File: config.mk
export PLATFORM = sky130hd
export DESIGN_NAME = response_encoder
export DESIGN_NICKNAME = d
export VERILOG_FILES = /design/src/rtl/response_encoder.sv
export SDC_FILE = /design/constraint.sdc
export NUM_CORES = 1
export LEC_CHECK = 0
export CORE_UTILIZATION = 49
export DETAILED_ROUTE_END_ITERATION = 8
export PLACE_DENSITY = 0.91
export SYNTH_ARGS = -nofsm -noshare
export SYNTH_HDL_FRONTEND = slang
export SYNTH_SLANG_ARGS = --single-unit
File: constraint.sdc
create_clock -name clock -period 2.45 [get_ports clock]
set_clock_uncertainty 0.15 [all_clocks]
set_input_delay 0.49 -clock clock [delete_from_list [all_inputs] [get_ports clock]]
set_output_delay 0.49 -clock clock [all_outputs]
set_load 0.01 [all_outputs]
File: src/rtl/response_encoder.sv
// response_encoder: serializes one response frame (opcode byte followed by a
// big-endian payload) into a byte stream with valid/ready handshakes on both
// the response source side and the byte transmitter side.
// Reset is asynchronous and active-low on the port named 'reset'.
// Optional feature macro: RESPONSE_CHECKSUM_EN appends an XOR checksum byte
// (opcode ^ all payload bytes) after the last payload byte.
module response_encoder #(
  parameter int PAYLOAD_BYTES = 4
) (
  input  logic                       clock,
  input  logic                       reset,
  input  logic                       rsp_valid,
  output logic                       rsp_ready,
  input  logic [7:0]                 rsp_opcode,
  input  logic [8*PAYLOAD_BYTES-1:0] rsp_payload,
  output logic [7:0]                 byte_out,
  output logic                       byte_out_valid,
  input  logic                       byte_out_ready,
  output logic                       busy,
  output logic                       frame_done
);

  localparam int PW = 8 * PAYLOAD_BYTES;
  localparam int CW = $clog2(PAYLOAD_BYTES) + 1;
  localparam logic [CW-1:0] LAST_CNT = CW'(PAYLOAD_BYTES - 1);

`ifdef RESPONSE_CHECKSUM_EN
  typedef enum logic [1:0] {IDLE, SEND_OP, SEND_DATA, SEND_CSUM} state_t;
`else
  typedef enum logic [1:0] {IDLE, SEND_OP, SEND_DATA} state_t;
`endif

  state_t state;
  state_t next_state;

  logic [7:0]    opcode_q;
  logic [PW-1:0] shift_q;
  logic [CW-1:0] count_q;

  logic accept;
  logic xfer;
  logic last_xfer;

  // A frame is taken only in IDLE; a byte moves whenever a byte is being
  // presented and the transmitter is ready.
  assign accept = rsp_valid && (state == IDLE);
  assign xfer   = (state != IDLE) && byte_out_ready;

`ifdef RESPONSE_CHECKSUM_EN
  logic [7:0] csum_q;
  logic [7:0] payload_xor;

  // Fold the opcode and every payload byte together at accept time.
  always_comb begin
    payload_xor = rsp_opcode;
    for (int i = 0; i < PAYLOAD_BYTES; i++) begin
      payload_xor = payload_xor ^ rsp_payload[8*i +: 8];
    end
  end

  assign last_xfer = (state == SEND_CSUM) && xfer;
`else
  assign last_xfer = (state == SEND_DATA) && xfer && (count_q == '0);
`endif

  // State register; reset drops any frame in flight immediately.
  always_ff @(posedge clock or negedge reset) begin
    if (!reset) begin
      state <= IDLE;
    end else begin
      state <= next_state;
    end
  end

  // Next-state logic: advance one phase per transferred byte.
  always_comb begin
    next_state = state;
    case (state)
      IDLE: begin
        if (accept) next_state = SEND_OP;
      end
      SEND_OP: begin
        if (xfer) next_state = SEND_DATA;
      end
      SEND_DATA: begin
        if (xfer && (count_q == '0)) begin
`ifdef RESPONSE_CHECKSUM_EN
          next_state = SEND_CSUM;
`else
          next_state = IDLE;
`endif
        end
      end
`ifdef RESPONSE_CHECKSUM_EN
      SEND_CSUM: begin
        if (xfer) next_state = IDLE;
      end
`endif
      default: next_state = IDLE;
    endcase
  end

  // Datapath: capture the frame at accept, then walk the payload MSB-first.
  always_ff @(posedge clock or negedge reset) begin
    if (!reset) begin
      opcode_q   <= '0;
      shift_q    <= '0;
      count_q    <= '0;
      frame_done <= 1'b0;
`ifdef RESPONSE_CHECKSUM_EN
      csum_q     <= '0;
`endif
    end else begin
      frame_done <= last_xfer;
      if (accept) begin
        opcode_q <= rsp_opcode;
        shift_q  <= rsp_payload;
`ifdef RESPONSE_CHECKSUM_EN
        csum_q   <= payload_xor;
`endif
      end else if ((state == SEND_OP) && xfer) begin
        count_q <= LAST_CNT;
      end else if ((state == SEND_DATA) && xfer && (count_q != '0)) begin
        shift_q <= shift_q << 8;
        count_q <= count_q - CW'(1);
      end
    end
  end

  // Output decode: byte_out is forced to zero whenever no byte is offered.
  always_comb begin
    rsp_ready      = 1'b0;
    byte_out       = 8'h00;
    byte_out_valid = 1'b0;
    busy           = 1'b0;
    case (state)
      IDLE: begin
        rsp_ready = 1'b1;
      end
      SEND_OP: begin
        byte_out       = opcode_q;
        byte_out_valid = 1'b1;
        busy           = 1'b1;
      end
      SEND_DATA: begin
        byte_out       = shift_q[PW-1 -: 8];
        byte_out_valid = 1'b1;
        busy           = 1'b1;
      end
`ifdef RESPONSE_CHECKSUM_EN
      SEND_CSUM: begin
        byte_out       = csum_q;
        byte_out_valid = 1'b1;
        busy           = 1'b1;
      end
`endif
      default: begin
        rsp_ready = 1'b0;
      end
    endcase
  end

endmodule

* Word-level counts from Yosys, hierarchy flattened
Index checks and enable logic that the tools add are counted.
Word-level totals: register bits after elaboration 46, latch bits 0, bits in writable memories 0, bits in read-only memories 0, input bits 44, output and inout bits 12, word-level logic and storage cells 42, memories 0
Cells by class: add/sub/neg operators 1, $mul 0, divide/modulo/power cells 0, $lt $le $gt $ge 0, equality and inequality tests 6, shift operators 0, multiplexer cells 12, bitwise logic cells 1, reduce and logical (&&, ||, !) cells 17
Operator list (number):
- 32-bit two-way mux | 3
- 8-bit case mux with 2 select lines | 1
- 2-bit inequality test, second input constant | 4
- 1-bit logical AND | 7
- 2-bit two-way mux | 3
- 3-bit two-way mux | 2
- 2-bit case mux with 3 select lines | 1
- 2-bit nonzero test | 3
- 2-bit AND reduction | 2
- 3-bit logical NOT | 1
- 3-bit AND reduction | 1
- 3-bit nonzero test | 1
- 3-bit by 1-bit subtractor with 3-bit output, second input constant | 1
- 2-bit by 1-bit == test with 1-bit output, second input constant | 1
- 2-bit == test, second input constant | 1
- 2-bit logical NOT | 1
- 1-bit two-way mux | 2
- 2-bit OR reduction | 1
- 1-bit NOT | 1

* Depth between registers and ports, before layout
depth after elaboration 7, mapped depth 8, depth with buffers taken out 6

* Worst setup path before layout
OpenSTA, ideal clock, no wires.
path type register -> output, start register state[1], end output port byte_out[3], arrival time 1403 ps, required time 1810 ps, slack 407 ps, stages on the path, launching flop included 7, buffers on the path 2, cell sequence dfrtp_1 -> inv_1 -> ha_1 -> clkbuf_1 -> clkbuf_1 -> a22oi_1 -> nor2b_1
Between the ends: cells in the longest elaborated chain, start to end 2, elaborated cells on any way between the ends 3, classes of those cells 2 x eq/ne; 1 x mux
RTL lines:
- start, declared | line 33 | state_t state;
- start signal, assigned | line 71 | state <= next_state;
- 2-bit == test / 2-bit by 1-bit == test with 1-bit output (equally long branches) | line 136 | case (state)
- 8-bit case mux with 2 select lines * | line 136
- end, declared | line 16 | output logic [7:0] byte_out,
Mark *: on every way between the ends. The rest lies on a longest branch, timed or not.

* Worst setup path after layout
start register state[0], end output port rsp_ready
Between the ends: cells in the longest elaborated chain, start to end 2
RTL lines:
- 2-bit logical NOT | line 136
- 1-bit two-way mux | line 136
- end, declared | line 13 | output logic rsp_ready,
Every way passes these cells.

==> key figures <==
Setup path
  • Crit path DAT: about 1800 ps
  • R2R depth: 7
  • Flop-to-flop setup slack: 370 ps
  • Critical Path Sink Type: output pin
  • RR Endpoint: shift_q[9]$_DFFE_PN0P_
  • CP max FO: 3
  • WS Path Type: reg -> out
  • Startpoint Class: register
  • Crit path required time: between 1500 and 2000 ps
  • Critical R2R Launch: count_q[0]$_DFFE_PN0P_

STA
  • Count of final setup violators: 0
  • Worst slew pin tran: 420 ps
  • Post-Route Setup TNS: 0 ps
  • Final hold vios: 0
  • Min cycle time layout: ~2400 ps
  • Period utilization: just under 100%
  • Fmax: ~0.42 GHz
  • Fin. max-slew vios: 0
  • Worst rel slew slack: a little over 70%
  • Worst setup margin: between 60 and 70 ps
  • Unrepaired setup endpoints after global routing: no

Clocking
  • Clock Tree Root: clkbuf_8
  • CTS tree: done
  • CTS Sinks: 46
  • CTS max path bufs: 2
  • Htree depth: 2
  • Reg clk slew, reported paths: ~80 ps
  • Total CTS buffers: 5
  • Clk_lat worst skew: roughly 300 ps

Logic synthesis
  • Post-synthesis adder-cell area fraction: between 3 and 4%
  • Post-synthesis compound-gate area fraction: 19.5%
  • Leading area contributor after synthesis: dfrtp_1
  • Yosys cell types: 27
  • Synth Instances: approximately 210
  • Simple-gate share of the synthesized area: slightly above 20%
  • Average size of a mapped cell: roughly 11 sq um
  • Sequential area share after synthesis: ~52%
  • Post-synth top area share: between 50% and 60%
  • Synth Warn #: 0
  • Synth Cell Area: 2220 sq um
  • Post-synth ARST share: 100%
  • Post-synthesis mux area share: less than 1%
  • Synth cell count leaders: dfrtp_1 (46), nand2_1 (42), nand2b_1 (25)
  • Post-synthesis xor/xnor area fraction: 0%
  • Most common cell in the netlist: dfrtp_1
  • Synth area leaders: dfrtp_1 (52%), o221a_1 (10%), nand2_1 (7.1%), nand2b_1 (7.1%), ha_1 (3.4%)
  • #FFs+latches synth: 46
  • Largest family of logic cells by synthesized area: simple AND/OR/NAND/NOR gates
  • EDFF count, synth: 0
  • Synthesized Nets: around 260
  • Main flop type after synthesis: dfrtp_1

Detailed routing
  • DRC: 0
  • Antenna viol nets, final: 0
  • Vias post-DR: around 1800
  • Via density: between 5 and 6
  • Iteration-0 DRC Markers: approximately 130
  • Routed wire per std cell: ~15 um
  • TritonRoute pass-1 iters: 4
  • Routed WL: around 5000 um

Floorplan
  • Die width: slightly below 70 um
  • I/O Pins: 56
  • Cell row count: 24
  • Core Area: between 4000 and 5000 sq um
  • Die Area: approximately 4800 sq um
  • Starting density of the core: between 50% and 60%
  • Die height: between 60 and 70 um

Placement
  • Number of port buffers: 55
  • Placed Area: approximately 2800 sq um
  • # placed instances: between 300 and 400
  • Detail Placement HPWL: ~3600 um
  • Place WS: roughly 130 ps
  • Placer Congestion: about 0.8

Worst hold path
  • Hold Startpoint: opcode_q[5]$_DFFE_PN0P_
  • Hold Crit Depth: 2
  • Min-delay worst type: reg -> reg
  • Hold path endpoint: opcode_q[5]$_DFFE_PN0P_

Global route
  • Tot GR Track Use: 22.4%
  • Vias in the first global route: approximately 1700
  • Congestion Overflow GR: 0
  • Largest net degree at the start of global routing: 35
  • Initial antenna violation count: 0
  • First-pass GRT wire length: 8400 um

Cells and area
  • Finished Layout Cells: 323
  • Area Overhead vs Synth: 38.1%
  • Fill cells: approximately 320
  • Share of cells above drive strength 1: 12.5%
  • Design area: roughly 3100 sq um
  • Ant. Diodes: 0
  • Layout Nets: 320

Flow run
  • Maximum capacitance violations: 0

Pwr
  • Pwr Total: between 3 and 4 mW
  • Peak VDD IR: around 0.00057 V
  • Pwr Density: 1130 nW/um^2
  • P_leak: 1.38 nW

Outcome
  • Status: finished, final reports clean
cells by family after synthesis:
group / after synthesis
AOI/OAI and AO/OA: 49
adders and majority gates: 6
buffers and inverters: 19
DFF: 46
muxes: 1
and+or+nand+nor: 86
layout make-up:
type | count | area [sq um] | area share [%]
clock inverters | 2 | 60.1 | 1.96
well taps | 52 | 65.1 | 2.12
flip-flops and latches | 46 | 1150 | 37.6
multi-input cells | 142 | 1010 | 32.9
inverters | 5 | 18.8 | 0.613
repair buffers | 70 | 677 | 22.1
clock buffers | 6 | 82.6 | 2.70
worst max-delay path by stage:
stage,to,from
after floorplan,byte_out[3],state[1]$_DFFE_PN0P_
after global placement,byte_out[2],state[0]$_DFFE_PN0P_
after detailed placement,byte_out[2],state[0]$_DFFE_PN0P_
after CTS,byte_out[7],state[0]$_DFFE_PN0P_
after global routing,rsp_ready,state[0]$_DFFE_PN0P_
final,rsp_ready,state[0]$_DFFE_PN0P_
metal layers:
layer | track usage, % | share of wire, % | vias up
met1 | 29.7 | 45 | 849
met4 | 7.94 | 2.0 | 0
met2 | 36.9 | 50 | 47
met5 | 0 | 0 | -
met3 | 4.07 | 3.7 | 10
li1 | - | - | 855
power breakdown:
part | switching (mW) | internal (mW) | total, mW
combinational | 0.659 | 0.776 | 1.44
clock | 0.250 | 0.435 | 0.684
sequential | 0.228 | 1.12 | 1.35
total | 1.14 | 2.33 | 3.47
stage by stage:
step / hold slack [ps] / utilization, %
after global routing: 361 / 70.3
final: 334 / 70.3
after global placement: 235 / 65.1
after floorplan: 44.4 / -
after detailed placement: 235 / 65.1
after CTS: 336 / 69.8
state kept, by name, indices dropped and copies added, names as in the netlist:
signal	count
frame_done	1
shift_q	32
state	2
opcode_q	8
count_q	3
placed cells by master, fill, tap and decap left out, drive strengths merged:
cell type	count
dfrtp	46
clkdlybuf4s50	46
nand2	42
nand2b	25
o221a	24
buf	15
o21ai	12
nor2b	11
a22oi	9
dlymetal6s2s	7
clkbuf	6
ha	6
inv	5
or3	2
bufinv	2
and3	1
nand4bb	1
nor2	1
and2	1
nand3b	1
a221oi	1
mux2	1
or2	1
a211oi	1
a21oi	1
o311ai	1
dlygate4sd3	1
dlygate4sd2	1
critical path, stage by stage, from the launching register on:
cell             delay [ps]
dfrtp_1                 430
inv_2                   140
buf_4                   130
ha_1                    200
clkdlybuf4s50_1         550
repair_timing:
action,4_1_cts,5_1_grt
hold buffers,1,0
setup endpoints to repair,9,7
endpoints found under the hold margin,12,0
pin swaps,0,1
setup buffers,2,1
resized for setup,9,7
Power figures use the tool's default switching activity.
